File: src/rtl/prio_pkg.sv
// Shared encodings for the registered priority / round-robin encoder.
// Latency: none (types and constants only).
// Backpressure: not applicable.
package prio_pkg;

  // Selection mode as driven on the mode input.
  localparam logic MODE_FIXED = 1'b0;
  localparam logic MODE_RR    = 1'b1;

  // IDLE: evaluating req every cycle. HOLD: presenting a captured index.
  typedef enum logic {
    ST_IDLE = 1'b0,
    ST_HOLD = 1'b1
  } state_t;

endpackage

File: src/rtl/prio_encoder_rr_if.sv
// Request/index bundle between request sources, the encoder and its consumer.
// Latency: none (wiring only).
// Backpressure: out_ready from the consumer stalls the encoder output.
interface prio_encoder_rr_if #(
  parameter int N = 8
);
  localparam int W = $clog2(N);

  logic [N-1:0] req;
  logic         mode;
  logic [W-1:0] out_idx;
  logic         out_valid;
  logic         out_ready;
  logic         out_none;

  // Environment side: drives requests, mode and consumer ready.
  modport master (
    output req, mode, out_ready,
    input  out_idx, out_valid, out_none
  );

  // Encoder side.
  modport slave (
    input  req, mode, out_ready,
    output out_idx, out_valid, out_none
  );
endinterface

File: src/rtl/prio_pick.sv
// Combinational winner pick: highest set bit, or first set bit at/after start with wrap.
// Latency: purely combinational.
// Backpressure: none; the caller decides when the pick is used.
module prio_pick
  import prio_pkg::*;
#(
  parameter  int N = 8,
  localparam int W = $clog2(N)
) (
  input  logic [N-1:0] req,
  input  logic [W-1:0] start,
  input  logic         mode,
  output logic [W-1:0] idx,
  output logic         any
);

  // Later loop iterations overwrite earlier ones, so the iteration order sets priority.
  always_comb begin
    int j;
    j   = 0;
    idx = '0;
    any = |req;
    if (mode == MODE_FIXED) begin
      // Ascending scan: the highest set bit is written last and wins.
      for (int i = 0; i < N; i++) begin
        if (req[i]) idx = W'(i);
      end
    end else begin
      // Descending distance from start: the nearest set bit at/after start wins.
      for (int k = N - 1; k >= 0; k--) begin
        j = int'(start) + k;
        if (j >= N) j = j - N;
        if (req[j]) idx = W'(j);
      end
    end
  end

endmodule

File: src/rtl/prio_encoder_rr.sv
// Registered N-line encoder: fixed (highest index) or round-robin pick, valid/ready output.
// Latency: 1 clock from req to out_valid; back-to-back one index per clock while accepted.
// Backpressure: out_ready low freezes out_idx/out_valid; the captured index is never revoked.
module prio_encoder_rr
  import prio_pkg::*;
#(
  parameter  int N = 8,
  localparam int W = $clog2(N)
) (
  input  logic              clk,
  input  logic              rst,
  prio_encoder_rr_if.slave  bus
);

  state_t       state_q, state_d;
  logic [W-1:0] idx_q, idx_d;
  logic         vld_q, vld_d;
  logic         none_q, none_d;
  logic [W-1:0] ptr_q, ptr_d;

  logic         accept;
  logic [W-1:0] ptr_after;
  logic [W-1:0] pick_start;
  logic [W-1:0] pick_idx;
  logic         pick_any;

  assign accept = vld_q && bus.out_ready;

  // Pointer value once the held index is accepted in round-robin mode; N-1 wraps to 0.
  assign ptr_after = (idx_q == W'(N - 1)) ? '0 : idx_q + W'(1);

  // A back-to-back reload must already search from the advanced pointer,
  // otherwise a steady all-ones req would return the same index twice.
  assign pick_start = (accept && bus.mode == MODE_RR) ? ptr_after : ptr_q;

  prio_pick #(.N(N)) u_pick (
    .req   (bus.req),
    .start (pick_start),
    .mode  (bus.mode),
    .idx   (pick_idx),
    .any   (pick_any)
  );

  // Next-state and next-register values; everything holds unless a branch says otherwise.
  always_comb begin
    state_d = state_q;
    idx_d   = idx_q;
    vld_d   = vld_q;
    none_d  = none_q;
    ptr_d   = ptr_q;
    case (state_q)
      ST_IDLE: begin
        if (pick_any) begin
          idx_d   = pick_idx;
          vld_d   = 1'b1;
          none_d  = 1'b0;
          state_d = ST_HOLD;
        end else begin
          none_d  = 1'b1;
        end
      end
      ST_HOLD: begin
        if (accept) begin
          if (bus.mode == MODE_RR) ptr_d = ptr_after;
          if (pick_any) begin
            idx_d   = pick_idx;
            none_d  = 1'b0;
          end else begin
            vld_d   = 1'b0;
            none_d  = 1'b1;
            state_d = ST_IDLE;
          end
        end
      end
      default: begin
        state_d = ST_IDLE;
        vld_d   = 1'b0;
      end
    endcase
  end

  // State and output registers; reset overrides every other input.
  always_ff @(posedge clk) begin
    if (rst) begin
      state_q <= ST_IDLE;
      idx_q   <= '0;
      vld_q   <= 1'b0;
      none_q  <= 1'b1;
      ptr_q   <= '0;
    end else begin
      state_q <= state_d;
      idx_q   <= idx_d;
      vld_q   <= vld_d;
      none_q  <= none_d;
      ptr_q   <= ptr_d;
    end
  end

  assign bus.out_idx   = idx_q;
  assign bus.out_valid = vld_q;
  assign bus.out_none  = none_q;

endmodule

File: src/flat_wrapper.sv
// flat-port wrapper written by rule: the top's interface ports become plain ports
module prio_encoder_rr_flat import prio_pkg::*;
#(
  parameter  int N = 8,
  localparam int W = $clog2(N)
)
  (clk, rst, bus_req, bus_mode, bus_out_ready, bus_out_idx, bus_out_valid, bus_out_none);
  prio_encoder_rr_if #(.N(N)) bus_i ();
  input  logic clk;
  input  logic rst;
  input wire logic [$bits(bus_i.req)-1:0] bus_req;
  input wire logic [$bits(bus_i.mode)-1:0] bus_mode;
  input wire logic [$bits(bus_i.out_ready)-1:0] bus_out_ready;
  output wire logic [$bits(bus_i.out_idx)-1:0] bus_out_idx;
  output wire logic [$bits(bus_i.out_valid)-1:0] bus_out_valid;
  output wire logic [$bits(bus_i.out_none)-1:0] bus_out_none;
  assign bus_i.req = bus_req;
  assign bus_i.mode = bus_mode;
  assign bus_i.out_ready = bus_out_ready;
  assign bus_out_idx = bus_i.out_idx;
  assign bus_out_valid = bus_i.out_valid;
  assign bus_out_none = bus_i.out_none;
  prio_encoder_rr #(.N(N)) u_core (.clk(clk), .rst(rst), .bus(bus_i));
endmodule
File: config.mk
export PLATFORM = sky130hd
export DESIGN_NAME = prio_encoder_rr_flat
export DESIGN_NICKNAME = d
export VERILOG_FILES = /design/src/rtl/prio_pkg.sv /design/src/rtl/prio_encoder_rr_if.sv /design/src/rtl/prio_pick.sv /design/src/rtl/prio_encoder_rr.sv /design/src/flat_wrapper.sv
export SDC_FILE = /design/constraint.sdc
export NUM_CORES = 1
export LEC_CHECK = 0
export CAP_MARGIN = 15
export CELL_PAD_IN_SITES_DETAIL_PLACEMENT = 1
export CELL_PAD_IN_SITES_GLOBAL_PLACEMENT = 1
export CORE_MARGIN = 4
export CORE_UTILIZATION = 40
export CTS_BUF_LIST = sky130_fd_sc_hd__clkbuf_8 sky130_fd_sc_hd__clkbuf_16
export CTS_CLUSTER_DIAMETER = 120
export CTS_CLUSTER_SIZE = 24
export DETAILED_ROUTE_END_ITERATION = 8
export GPL_ROUTABILITY_DRIVEN = 0
export PLACE_DENSITY = 0.84
export SLEW_MARGIN = 20
export SYNTH_ARGS = -nofsm -noshare
export SYNTH_HDL_FRONTEND = slang
export SYNTH_SLANG_ARGS = --single-unit
File: constraint.sdc
create_clock -name clk -period 5.23 [get_ports clk]
set_input_delay 1.046 -clock clk [delete_from_list [all_inputs] [get_ports clk]]
set_output_delay 1.046 -clock clk [all_outputs]
set_load 0.005 [all_outputs]
Word-level counts from Yosys, hierarchy flattened

Cells that the tools add are included.

Order comparisons: 16
Add/subtract/negate cells: 16
Bitwise operators: 1
Equal/unequal tests: 4
Reductions and logical operators: 5
Mux-type cells: 71

Operator list:

| operator                                                          | number |
|---|---|
| two-way mux 32 bit                                                | 16 |
| < comparator 32 x 5 -> 1 bit, second input constant               | 8 |
| two-way mux 3 bit                                                 | 19 |
| subtractor 4 x 4 -> 5 bit, second input constant                  | 7 |
| greater-or-equal comparator 4 bit, second input constant          | 7 |
| binary-select mux 1 bit (select 3 bit)                            | 8 |
| two-way mux 1 bit                                                 | 24 |
| adder 3 x 3 -> 4 bit, second input constant                       | 4 |
| adder 3 x 2 -> 4 bit, second input constant                       | 2 |
| OR reduction 8 bit                                                | 1 |
| one-hot mux 1 bit (2 select lines)                                | 3 |
| one-hot mux 3 bit (2 select lines)                                | 1 |
| AND reduction 3 bit                                               | 2 |
| subtractor 3 x 4 -> 5 bit, second input constant                  | 1 |
| adder 3 x 1 -> 4 bit, second input constant                       | 1 |
| greater-or-equal comparator 3 x 4 -> 1 bit, second input constant | 1 |
| != test 2 bit, second input constant                              | 2 |
| adder 3 x 1 -> 3 bit, second input constant                       | 1 |
| equality test 3 bit, second input constant                        | 1 |
| logical AND 1 bit                                                 | 2 |
| != test 2 x 1 -> 1 bit, second input constant                     | 1 |
| NOT 1 bit                                                         | 1 |

Bits in registers: 9
Logic and storage cells: 118
Input port bits: 12

Longest topological paths before layout

Depth after elaboration: 22
Mapped depth: 14

By module

Synthesis repeated with hierarchy kept, for this count alone.

Cell total of the unflattened synthesis: 176
Area, all modules: 1,445.1 µm²

By module, submodules not included:

| module          | instances | cells an instance | sequential area each (µm²) | area an instance (µm²) |
|---|---|---|---|---|
| prio_pick       | 1         | 129               | 0.0                        | 1,016.0 |
| prio_encoder_rr | 1         | 47                | 180.2                      | 429.2 |

Least setup slack after synthesis

No wires, ideal clock.

Path type: input-to-reg
Start point: input port bus_mode
End point: register u_core.idx_q[2] (netlist: u_core.bus.out_idx[2])
Path slack: 1.483 ns
Arrival time: 3.627 ns
Cell stages on the path: 14
Path buffers: 3
Required time: 5.110 ns
Path through: buf_6 > and3_4 > buf_6 > buf_6 > mux2i_4 > inv_1 > ha_1 > inv_1 > mux4_2 > nand2_2 > o21ai_1 > a222oi_1 > a21oi_1 > o31a_1

Cells in the longest elaborated chain, start to end: 21
Elaborated cells on any way between the ends: 77

RTL lines:

| item                                                                                  | line                                         | text |
|---|---|---|
| start: declaration                                                                    | flat_wrapper.sv:12                           | `input wire logic [$bits(bus_i.mode)-1:0] bus_mode;` |
| logical AND 1 bit                                                                     | prio_encoder_rr.sv:34                        | `assign pick_start = (accept && bus.mode == MODE_RR) ? ptr_after : ptr_q;` |
| two-way mux 3 bit                                                                     | prio_encoder_rr.sv:34                        |  |
| adder 3 x 3 -> 4 bit                                                                  | prio_pick.sv:31                              | `j = int'(start) + k;` |
| subtractor 4 x 4 -> 5 bit / greater-or-equal comparator 4 bit (equally long branches) | prio_pick.sv:32                              | `if (j >= N) j = j - N;` |
| two-way mux 32 bit                                                                    | prio_pick.sv:32                              |  |
| two-way mux 32 bit                                                                    | prio_pick.sv:23                              | `if (mode == MODE_FIXED) begin` |
| binary-select mux 1 bit (select 3 bit)                                                | prio_pick.sv:33                              | `if (req[j]) idx = W'(j);` |
| two-way mux 1 bit (not written as such) (2 in series)                                 | prio_pick.sv:33                              |  |
| two-way mux 3 bit (8 in series)                                                       | prio_pick.sv:33                              |  |
| two-way mux 3 bit (*)                                                                 | prio_pick.sv:23                              |  |
| two-way mux 3 bit (*)                                                                 | prio_encoder_rr.sv:53, prio_encoder_rr.sv:65 |  |
| two-way mux 3 bit                                                                     | prio_encoder_rr.sv:63                        | `if (accept) begin` |
| one-hot mux 3 bit (2 select lines) (*)                                                | prio_encoder_rr.sv:51                        | `case (state_q)` |
| end signal: assignment                                                                | prio_encoder_rr.sv:92                        | `idx_q <= idx_d;` |
| end: declaration                                                                      | prio_encoder_rr.sv:16                        | `logic [W-1:0] idx_q, idx_d;` |

Every way passes the cells marked *; elsewhere a longest branch is shown, timed or not. The select of a mux whose other input is x is not followed.
A chain may end at the register's enable or synchronous reset.

Worst setup path after layout

Ends and elaborated chain as after synthesis.

==> impl_metrics.py <==
metrics = {
    "synthesis": {
        "synth_nets": 196,
        "synth_ff_type": "dfxtp_1",
        "synth_edf_count": 0,
        "yosysSeqAreaShare_pct": 12.89,
        "synth-seq-cells": 9,
        "synth.most_common_cell": "nor2_1",
        "synthCells": 180,
        "postSynth.asyncResetShare_pct": 0,
        "yosys-top-cells-count": "nor2_1, mux2i_1, nand2_1",
        "synth_largest_area_cell": "dfxtp_1",
        "synth_area_leaders": "dfxtp_1, mux2i_1, nor2_1, nand2_1, a21oi_1",
        "avgSynthCellArea_um2": 7.764,
        "netlist_area_um2": 1398,
        "ys_types": 53,
        "synth_warnings": 0,
        "synth_top_area_share_pct": 12.89,
    },
    "setup_path": {
        "crit_type": "in2reg",
        "cp-end-kind": "flop",
        "critPathLaunchType": "input port",
        "required_ns": 5.35,
        "worstPathArrival_ns": 4.51,
        "crit_fanout": 12,
    },
    "placement": {
        "post-place-ws_ns": 0.6784,
        "dp_hpwl_um": 3582,
        "port_buffers": 16,
    },
    "cts": {
        "htreeDepth": 1,
        "post_cts_buffers": 0,
        "cts_tree": "yes",
        "cts_resized": 0,
        "cts_sinks": 9,
        "path_clk_slew_ns": 0.04,
        "hold_buffers": 0,
        "clk_latency_ns": 0.23,
        "cts_root_buf": "clkbuf_8",
        "clockBufferDepth": 2,
        "cts_buffers": 3,
    },
    "timing": {
        "timing.final.crit_period_ns": 4.399,
        "rsz0062_at_grt": "no",
        "post-route-period-util_pct": 84.11,
        "setup_slack_ns": 0.8308,
        "maxSlewViolCount": 0,
        "setup_viol": 0,
        "holdWs_ns": 0.4455,
        "skew_ns": 0.004565,
        "timing.fmax_mhz": 227.3,
        "worst_slew_pin_slew_ns": 1.058,
        "tns_ns": 0,
        "slew-limit-headroom_pct": 28.81,
        "finalHoldViolCount": 0,
    },
    "final_layout": {
        "n_fill_cell": 442,
        "diodes": 0,
        "nets": 207,
        "area_growth_syn_to_layout_pct": 14.15,
        "final_layout_size_suffix_gt1_share_pct": 8.421,
    },
    "grt": {
        "grt_max_degree": 14,
        "gr-usage-all-layers_pct": 22.89,
        "antenna_found_initial": 0,
        "grt_pass1_vias": 1588,
        "overflow": 0,
        "grt_pass1_wl_um": 7810,
    },
    "routing": {
        "wl_per_cell_um": 19.94,
        "drt_iter0_drc": 92,
        "drt-total-wl_um": 4706,
        "dr_total_vias": 1515,
        "ant_nets": 0,
        "vias_per_cell": 6.419,
        "drc": 0,
        "drt_pass1_iterations": 5,
    },
    "floorplanning": {
        "dieArea_um2": 4504,
        "core_area_um2": 3363,
        "die_x_um": 67.11,
        "fp-row-count": 21,
        "initial_core_util_pct": 41.56,
        "ios": 17,
        "die_h_um": 67.11,
    },
    "job": {
        "cap_violations": 0,
    },
    "power": {
        "powerDensity_nw_per_um2": 211.3,
        "p_leak_nw": 0.6114,
        "ir_drop_mv": 0.06830,
        "total_power_mw": 0.3371,
    },
    "hold_path": {
        "worstHoldPathType": "reg2reg",
    },
    "run_status": {
        "status": "finished, final reports clean",
    },
}
[where the power goes]
group	total, mW	switching (mW)	leakage (nW)	internal [mW]
Combinational	0.176	0.101	0.510	0.0750
Sequential	0.0809	0.00674	0.0745	0.0742
Clock	0.0803	0.0290	0.0269	0.0513
Total	0.337	0.137	0.611	0.200
[flip-flops by register name, summed over array words and instances, names as in the netlist]
name / cells
u_core.bus.out_idx: 3
u_core.bus.out_none: 1
u_core.bus.out_valid: 1
u_core.ptr_q: 3
u_core.state_q: 1
[layout make-up]
| class | instances | area, µm² | area share (%) |
|---|---|---|---|
| multi-input cells | 156 | 1131 | 70.90 |
| repair buffers | 16 | 160.2 | 10.04 |
| flip-flops and latches | 9 | 180.2 | 11.29 |
| well taps | 46 | 57.56 | 3.608 |
| clock inverters | 1 | 3.754 | 0.2353 |
| clock buffers | 3 | 41.29 | 2.588 |
| inverters | 5 | 21.27 | 1.333 |
[metrics by stage]
step	utilization, %	area [µm²]	cells
2_1_floorplan	-	1398	180
3_3_place_gp	46.09	1550	232
3_5_place_dp	46.09	1550	232
4_1_cts	47.43	1595	236
5_1_grt	47.43	1595	236
6_report	47.43	1595	236
[worst max-delay path: stages]
cell             delay, ns
clkdlybuf4s50_1       0.64
and3_4                0.36
mux2i_4               0.45
inv_1                 0.19
ha_1                  0.38
inv_1                 0.13
mux4_2                0.37
nand2_2               0.12
o21ai_1               0.07
a222oi_1              0.35
a21oi_1               0.14
o31a_1                0.25
[layout by cell type, fill, tap and decap left out, drive strengths merged, types with 2 or more instances in the layout]
master	synthesis	routed
nor2	23	23
mux2i	20	20
nand2	18	18
clkdlybuf4s50	0	16
a21oi	12	12
dfxtp	9	9
nand3	7	7
o21ai	7	7
xnor2	6	6
inv	5	6
o211ai	5	5
and3	5	5
nor2b	4	4
a2111oi	4	4
ha	4	4
mux2	3	3
and2	3	3
a22oi	3	3
clkbuf	4	3
mux4	3	3
nor4	2	2
a31oi	2	2
o31a	2	2
or3	2	2
nor3	2	2
a311oi	2	2
nor4b	2	2
[path summary, 6_finish.rpt]
check / startpoint / to / slack [ns] / cells past startpoint
hold reg to reg: u_core.bus.out_none / u_core.bus.out_none / 0.45 / 2
hold / removal: u_core.bus.out_none / u_core.bus.out_none / 0.45 / 2
setup reg to reg: u_core.bus.out_idx[0] / u_core.bus.out_idx[2] / 1.82 / 13
setup / recovery: bus_mode / u_core.bus.out_idx[2] / 0.83 / 12
[cells by family (layout without fill, tap and decap cells)]
logic type	Yosys count	count (layout)	share of synthesized area, %
xor+xnor	6	6	3.760
simple gates	73	73	26.41
flops	9	9	12.89
fa+ha+maj	4	4	3.581
buf+inv	15	25	6.176
mux	26	26	23.90
compound gates	47	47	23.28
[metal layers]
layer / vias to the layer above / wire [µm] / track usage, %
met5: - / 0 / 0
met2: 56 / 2318 / 39.63
met3: 14 / 273 / 2.530
met4: 0 / 118 / 11.90
met1: 744 / 1997 / 27.52
li1: 701 / - / -
(Power assumes the default switching activity.)
